==> src/rtl/fir_pkg.sv <==
// Shared FIR constants plus the output-stage additions: input word width,
// default decimation, output FIFO depth and the round/saturate reference
// function used by the output stage's reference model.
package fir_pkg;

    localparam int BIT_PREC       = 16;
    localparam int TAPS           = 8;
    localparam int OUT_DECIM_W    = 2*BIT_PREC + TAPS - 1;
    localparam int OUT_FRAC_SHIFT = BIT_PREC - 1;
    localparam int DECIM_DEFAULT  = 4;
    localparam int OUT_FIFO_DEPTH = 4;

    typedef struct packed {
        logic                       sat;
        logic signed [BIT_PREC-1:0] val;
    } sat_round_t;

    // Round half toward +inf, drop the coefficient fraction, clip to BIT_PREC.
    function automatic sat_round_t sat_round(input logic signed [OUT_DECIM_W-1:0] x);
        logic signed [OUT_DECIM_W:0] t;
        logic signed [OUT_DECIM_W:0] q;
        logic signed [OUT_DECIM_W:0] q_max;
        sat_round_t                  r;
        q_max = (OUT_DECIM_W+1)'((64'sd1 <<< (BIT_PREC-1)) - 64'sd1);
        t     = {x[OUT_DECIM_W-1], x} + ((OUT_DECIM_W+1)'(1) << (OUT_FRAC_SHIFT-1));
        q     = t >>> OUT_FRAC_SHIFT;
        r.sat = 1'b0;
        r.val = q[BIT_PREC-1:0];
        if (q > q_max) begin
            r.sat = 1'b1;
            r.val = {1'b0, {(BIT_PREC-1){1'b1}}};
        end else if (q < ~q_max) begin
            r.sat = 1'b1;
            r.val = {1'b1, {(BIT_PREC-1){1'b0}}};
        end
        return r;
    endfunction

endpackage

==> src/rtl/fir_out_fifo.sv <==
// Small synchronous FIFO with a show-ahead head. Pointers carry a wrap bit.
// When empty the head shows the last popped word (0 after reset).
module fir_out_fifo #(
    parameter int W     = 16,
    parameter int DEPTH = 4
) (
    input  logic         clk,
    input  logic         rst_n,
    input  logic         push,
    input  logic [W-1:0] push_data,
    input  logic         pop,
    output logic [W-1:0] head,
    output logic         full,
    output logic         empty
);
    localparam int AW = $clog2(DEPTH);

    logic [W-1:0] mem [DEPTH];
    logic [AW:0]  wr_ptr;
    logic [AW:0]  rd_ptr;
    logic [W-1:0] last_pop;
    logic         wr_en;
    logic         rd_en;

    assign empty = (wr_ptr == rd_ptr);
    assign full  = (wr_ptr[AW] != rd_ptr[AW]) && (wr_ptr[AW-1:0] == rd_ptr[AW-1:0]);
    // A full FIFO still accepts a push when the head leaves in the same cycle.
    assign wr_en = push && (!full || pop);
    assign rd_en = pop && !empty;
    assign head  = empty ? last_pop : mem[rd_ptr[AW-1:0]];

    // Storage array; contents are only meaningful between the pointers.
    always_ff @(posedge clk) begin
        if (wr_en) begin
            mem[wr_ptr[AW-1:0]] <= push_data;
        end
    end

    // Pointer update and hold of the last word handed out.
    always_ff @(posedge clk or negedge rst_n) begin
        if (!rst_n) begin
            wr_ptr   <= '0;
            rd_ptr   <= '0;
            last_pop <= '0;
        end else begin
            if (wr_en) begin
                wr_ptr <= wr_ptr + (AW+1)'(1);
            end
            if (rd_en) begin
                rd_ptr   <= rd_ptr + (AW+1)'(1);
                last_pop <= mem[rd_ptr[AW-1:0]];
            end
        end
    end

endmodule

==> src/rtl/fir_out_decim.sv <==
// FIR output stage: keep one of every DECIM strobed samples, round and
// saturate to OUT_W bits, buffer in a FIFO and hand out on valid/ready.
// Optional macro FIR_OUT_DECIM_SATCNT_EN adds a 16-bit saturation counter.
module fir_out_decim
    import fir_pkg::*;
#(
    parameter int IN_W       = OUT_DECIM_W,
    parameter int OUT_W      = BIT_PREC,
    parameter int FRAC_SHIFT = OUT_FRAC_SHIFT,
    parameter int DECIM      = DECIM_DEFAULT,
    parameter int FIFO_DEPTH = OUT_FIFO_DEPTH
) (
    input  logic                    clk,
    input  logic                    rst_n,
    input  logic                    fir_en,
    input  logic signed [IN_W-1:0]  in_wave,
    output logic signed [OUT_W-1:0] out_data,
    output logic                    out_valid,
    input  logic                    out_ready,
    output logic                    sat,
    output logic                    ovf,
    input  logic                    clr_ovf
`ifdef FIR_OUT_DECIM_SATCNT_EN
    ,
    output logic [15:0]             sat_cnt
`endif
);
    localparam int PH_W = (DECIM > 1) ? $clog2(DECIM) : 1;
    localparam logic [PH_W-1:0]       PH_LAST = PH_W'(DECIM - 1);
    localparam logic signed [IN_W:0]  RND     = (IN_W+1)'(1) << (FRAC_SHIFT - 1);
    localparam logic signed [IN_W:0]  Q_MAX   = (IN_W+1)'((64'sd1 <<< (OUT_W - 1)) - 64'sd1);
    localparam logic signed [IN_W:0]  Q_MIN   = ~Q_MAX;
    localparam logic signed [OUT_W-1:0] OUT_MAX = {1'b0, {(OUT_W-1){1'b1}}};
    localparam logic signed [OUT_W-1:0] OUT_MIN = {1'b1, {(OUT_W-1){1'b0}}};

    logic [PH_W-1:0]         phase;
    logic                    sel;
    logic signed [IN_W:0]    t_rnd;
    logic signed [IN_W:0]    q_shf;
    logic signed [OUT_W-1:0] q_val;
    logic                    q_sat;
    logic                    s1_valid;
    logic signed [OUT_W-1:0] s1_data;
    logic                    s1_sat;
    logic                    fifo_full;
    logic                    fifo_empty;
    logic                    pop;

    assign sel       = fir_en && (phase == '0);
    assign out_valid = !fifo_empty;
    assign pop       = out_valid && out_ready;
    assign sat       = s1_sat;

    // Round half up, drop the fraction, then clip to the output range.
    always_comb begin
        t_rnd = {in_wave[IN_W-1], in_wave} + RND;
        q_shf = t_rnd >>> FRAC_SHIFT;
        q_val = q_shf[OUT_W-1:0];
        q_sat = 1'b0;
        if (q_shf > Q_MAX) begin
            q_val = OUT_MAX;
            q_sat = 1'b1;
        end else if (q_shf < Q_MIN) begin
            q_val = OUT_MIN;
            q_sat = 1'b1;
        end
    end

    // Decimation phase, advanced only by the sample strobe.
    always_ff @(posedge clk or negedge rst_n) begin
        if (!rst_n) begin
            phase <= '0;
        end else if (fir_en) begin
            phase <= (phase == PH_LAST) ? '0 : phase + PH_W'(1);
        end
    end

    // Stage 1: capture the quantized selected sample; sat is qualified here
    // so it pulses exactly in the cycle the FIFO write is attempted.
    always_ff @(posedge clk or negedge rst_n) begin
        if (!rst_n) begin
            s1_valid <= 1'b0;
            s1_data  <= '0;
            s1_sat   <= 1'b0;
        end else begin
            s1_valid <= sel;
            s1_sat   <= sel && q_sat;
            if (sel) begin
                s1_data <= q_val;
            end
        end
    end

    // Sticky overflow: a drop in the same cycle as a clear keeps it set.
    always_ff @(posedge clk or negedge rst_n) begin
        if (!rst_n) begin
            ovf <= 1'b0;
        end else if (s1_valid && fifo_full && !pop) begin
            ovf <= 1'b1;
        end else if (clr_ovf) begin
            ovf <= 1'b0;
        end
    end

`ifdef FIR_OUT_DECIM_SATCNT_EN
    // Saturation event counter; a pulse coinciding with a clear restarts at 1.
    always_ff @(posedge clk or negedge rst_n) begin
        if (!rst_n) begin
            sat_cnt <= '0;
        end else if (s1_sat) begin
            if (clr_ovf) begin
                sat_cnt <= 16'd1;
            end else if (sat_cnt != 16'hFFFF) begin
                sat_cnt <= sat_cnt + 16'd1;
            end
        end else if (clr_ovf) begin
            sat_cnt <= '0;
        end
    end
`endif

    fir_out_fifo #(
        .W     (OUT_W),
        .DEPTH (FIFO_DEPTH)
    ) u_fifo (
        .clk       (clk),
        .rst_n     (rst_n),
        .push      (s1_valid),
        .push_data (s1_data),
        .pop       (pop),
        .head      (out_data),
        .full      (fifo_full),
        .empty     (fifo_empty)
    );

endmodule

==> config.mk <==
export PLATFORM = sky130hd
export DESIGN_NAME = fir_out_decim
export DESIGN_NICKNAME = d
export VERILOG_FILES = /design/src/rtl/fir_pkg.sv /design/src/rtl/fir_out_fifo.sv /design/src/rtl/fir_out_decim.sv
export SDC_FILE = /design/constraint.sdc
export NUM_CORES = 1
export LEC_CHECK = 0
export BUFFER_PORTS_ARGS = -buffer_cell sky130_fd_sc_hd__buf_2
export CORE_AREA = 10 10 103 105
export CTS_CLUSTER_DIAMETER = 60
export DETAILED_ROUTE_END_ITERATION = 8
export DIE_AREA = 0 0 113 115
export PLACE_DENSITY = 0.77
export SYNTH_ARGS = -nofsm -noshare
export SYNTH_HDL_FRONTEND = slang
export SYNTH_SLANG_ARGS = --single-unit
export TNS_END_PERCENT = 50
==> constraint.sdc <==
create_clock -name clk -period 2.72 [get_ports clk]
set_input_delay 0.544 -clock clk [delete_from_list [all_inputs] [get_ports clk]]
set_output_delay 0.544 -clock clk [all_outputs]
set_load 0.01 [all_outputs]
==> flow_summary_export.csv <==
group,metric,value,unit
cts,cts_num_sinks,107,
sta,fmaxAchievable,0.387,GHz
sta,slew_violations,0,
power_and_ir_drop,vdd_drop_max,0.393,mV
critical_path,r2r_end,"u_fifo.rd_ptr[1]",
routing,routed-via-count,2994,
power_and_ir_drop,pwr-share-clk,0.169,
critical_path,cp-start-kind,"flop",
logic_synthesis,synth_top_area_cell,"edfxtp_1",
floorplanning,core.rowCount,34,
cts,htreeDepth,3,
cells_and_area,n_antenna_cell,0,
global_route,overflow,0,
sta,period_share,0.951,
logic_synthesis,ys_ff_latch,107,
critical_path,crit_slowest_cell,"dfrtp_1",
sta,slew_headroom,0.333,
logic_synthesis,synth_seq_area_share,0.613,
routing,antenna_left,0,
cts,clk_pin_slew,0.10,ns
placed_design,port_buffers,48,
routing,initialDrtViolationCount,138,
power_and_ir_drop,switching_share,0.329,
routing,drt_first_pass_iters,4,
global_route,grt_max_degree,44,
routing,avgRoutedWirePerCell,17.8,microns
cells_and_area,fin_area,5580,sq um
floorplanning,fp.dieArea,13000,sq um
sta,fin_crit,2.59,ns
power_and_ir_drop,seqPwrFrac,0.455,
sta,hold_viol,0,
cts,cts_hold_buffers,0,
logic_synthesis,synth_cell_types,45,
cells_and_area,area_growth,14.1,%
logic_synthesis,synth-compound-area-share,0.0626,
logic_synthesis,synthTopCellsByCount,"edfxtp_1 (64), dfrtp_1 (43), mux2_2 (34)",
logic_synthesis,ys.flop_type,"edfxtp_1",
critical_path,crit_required,2.18,ns
placed_design,gp_congestion,0.837,
logic_synthesis,synth_cells,337,
critical_path,critPathMaxFanout,14,
critical_path,ff2ff_setup_slack,0.64,ns
cts,cts_buffer_depth,2,
power_and_ir_drop,power.leakage,2.15,nW
logic_synthesis,synthMuxAreaShare,0.162,
logic_synthesis,yosysMostFrequentCell,"edfxtp_1",
power_and_ir_drop,power.share.combinational,0.376,
cts,worstSkewPairLatency,0.36,ns
cells_and_area,num-nets-final,454,
critical_path,timing.rr.start,"u_fifo.wr_ptr[1]",
critical_path,cp.arrival,2.04,ns
routing,drc,0,
cells_and_area,drive_above_1_share,0.349,
cts,cts_tree,"yes",
cts,cts_resized,0,
sta,tns,0,ns
logic_synthesis,synth_warnings,0,
floorplanning,die_y,115,microns
logic_synthesis,syn_area,4890,sq um
placed_design,dpl_cell_area,5380,sq um
sta,fin_worst_skew,0.00982,ns
power_and_ir_drop,report.power.total,5.84,mW
cts,cts_buffers,9,
cts,cts-root-buf,"clkbuf_8",
logic_synthesis,synthSimpleGateAreaFrac,0.0795,
power_and_ir_drop,power.switching,1.92,mW
critical_path,crit_path_end_kind,"primary output",
power_and_ir_drop,p_int,3.92,mW
global_route,antenna_found_initial,0,
logic_synthesis,avgSynthCellArea,14.5,sq um
global_route,grtUsageTotal,0.145,
logic_synthesis,synth_edf_count,64,
floorplanning,ios,63,
logic_synthesis,synth_top_area_frac,0.393,
logic_synthesis,synth_fa_ha_area_frac,0.0205,
logic_synthesis,synthesis.nets,389,
logic_synthesis,synth_xor_area_frac,0.0394,
global_route,grt_pass1_wl,15500,microns
placed_design,hpwl,6410,microns
min_path,hp-class,"primary input to asynchronous set/reset pin",
run_status,status,"complete, no violations",
critical_path,reg2regPathDepth,6,
floorplanning,initial_core_util,0.572,
routing,routed_wl,9160,microns
critical_path,max_stage_delay,0.45,ns
sta,rsz0062_at_grt,"false",
logic_synthesis,synth_async_sr_flop_share,0.402,
critical_path,critPathKind,"flop to primary output",
floorplanning,coreArea,8550,sq um
cts,post_cts_buffers,0,
routing,vias_per_cell,5.81,
logic_synthesis,synth_top_family_by_area,"multiplexers",
logic_synthesis,synthTopCellsByArea,"edfxtp_1 (39%), dfrtp_1 (22%), mux2_2 (7.8%)",
flow_run,max_cap_violations,0,
power_and_ir_drop,power_density,1050,nW/um^2
sta,setup_viol,0,
floorplanning,die_w,113,microns
sta,worst_pin_slew,1.00,ns
global_route,grt_pass1_vias,3205,
critical_path,path_cells,"xnor2_1 -> nand3_1 -> buf_4 -> mux2_2 -> buf_2",
[layer usage]
| layer | GRT usage | vias to the layer above | wire length (microns) |
|---|---|---|---|
| met5 | 0 | - | 0 |
| met4 | 0.0618 | 0 | 207 |
| met3 | 0.0281 | 15 | 352 |
| met2 | 0.236 | 75 | 4310 |
| met1 | 0.187 | 1494 | 4290 |
| li1 | - | 1410 | - |
[power by group through the flow]
stage | registers, mW | logic, mW | clock network (mW)
after floorplan | 2.57 | 1.59 | 0
after global placement | 2.64 | 2.17 | 0
after detailed placement | 2.69 | 2.24 | 0
after CTS | 2.65 | 2.25 | 1.01
after global routing | 2.71 | 2.45 | 1.08
final | 2.66 | 2.19 | 0.987
[placed cells by master, fill, tap and decap left out, types with 4 or more instances in the layout]
cell type	synthesis	routed
buf_4	0	16
edfxtp_1	64	64
ha_1	8	8
xnor2_1	17	17
nor4_1	4	4
mux2i_1	5	5
nor3_1	4	4
clkbuf_8	0	9
inv_1	14	14
xor2_1	5	5
mux4_2	16	16
buf_2	4	48
a21oi_1	12	12
o22ai_1	15	15
nand3_1	16	16
mux2_2	34	34
nand2_1	15	15
nor2_1	18	18
o21ai_0	6	6
dfrtp_1	43	43
[sequential cells by signal (all words and copies together) (netlist names)]
| signal | cells |
|---|---|
| u_fifo.mem | 64 |
| s1_data | 16 |
| u_fifo.last_pop | 16 |
| u_fifo.rd_ptr | 3 |
| u_fifo.wr_ptr | 3 |
| phase | 2 |
| ovf | 1 |
| s1_valid | 1 |
| sat | 1 |
[kinds of logic (layout without fill, tap and decap cells)]
logic type	after synthesis	count (layout)
AOI/OAI and AO/OA	46	46
and+or+nand+nor	72	72
muxes	55	55
xor gates and xnor gates	22	22
DFF	107	107
buffers and inverters	27	97
adders and majority gates	8	8
[worst max-delay path by stage]
stage | to | slack [ns] | startpoint
after global routing | out_data[15] | 0.0006 | u_fifo.rd_ptr[0]
final | out_data[15] | 0.13 | u_fifo.wr_ptr[1]
after detailed placement | s1_data[6] | -0.01 | in_wave[14]
after global placement | s1_data[14] | 0.02 | in_wave[14]
after floorplan | s1_data[10] | 0.04 | in_wave[14]
after CTS | out_data[15] | 0.11 | u_fifo.rd_ptr[0]
[per-stage QoR]
stage	std cells	util	setup slack (ns)	hold slack (ns)
2_1_floorplan	337	-	0.0404	0.248
3_3_place_gp	499	0.629	0.0247	0.482
3_5_place_dp	499	0.629	-0.0103	0.485
4_1_cts	515	0.653	0.106	0.359
5_1_grt	515	0.653	0.000632	0.366
6_report	515	0.653	0.135	0.352
[critical path, delay by kind of cell, from the launching register on]
kind	cells	cell delay [ns]
multiplexers	1	0.28
XOR/XNOR	1	0.21
AND/OR/NAND/NOR	1	0.30
buffers and inverters	2	0.45
flip-flops	1	0.45
[layout make-up]
type | instances | area [sq um]
clock buffers | 9 | 124
clock inverters | 7 | 81.3
fillers | 602 | 2970
inverters | 15 | 56.3
multi-input cells | 203 | 1790
flip-flops and latches | 107 | 3000
well taps | 108 | 135
repair buffers | 66 | 400
Note: power is estimated with default switching activity, not from simulation.
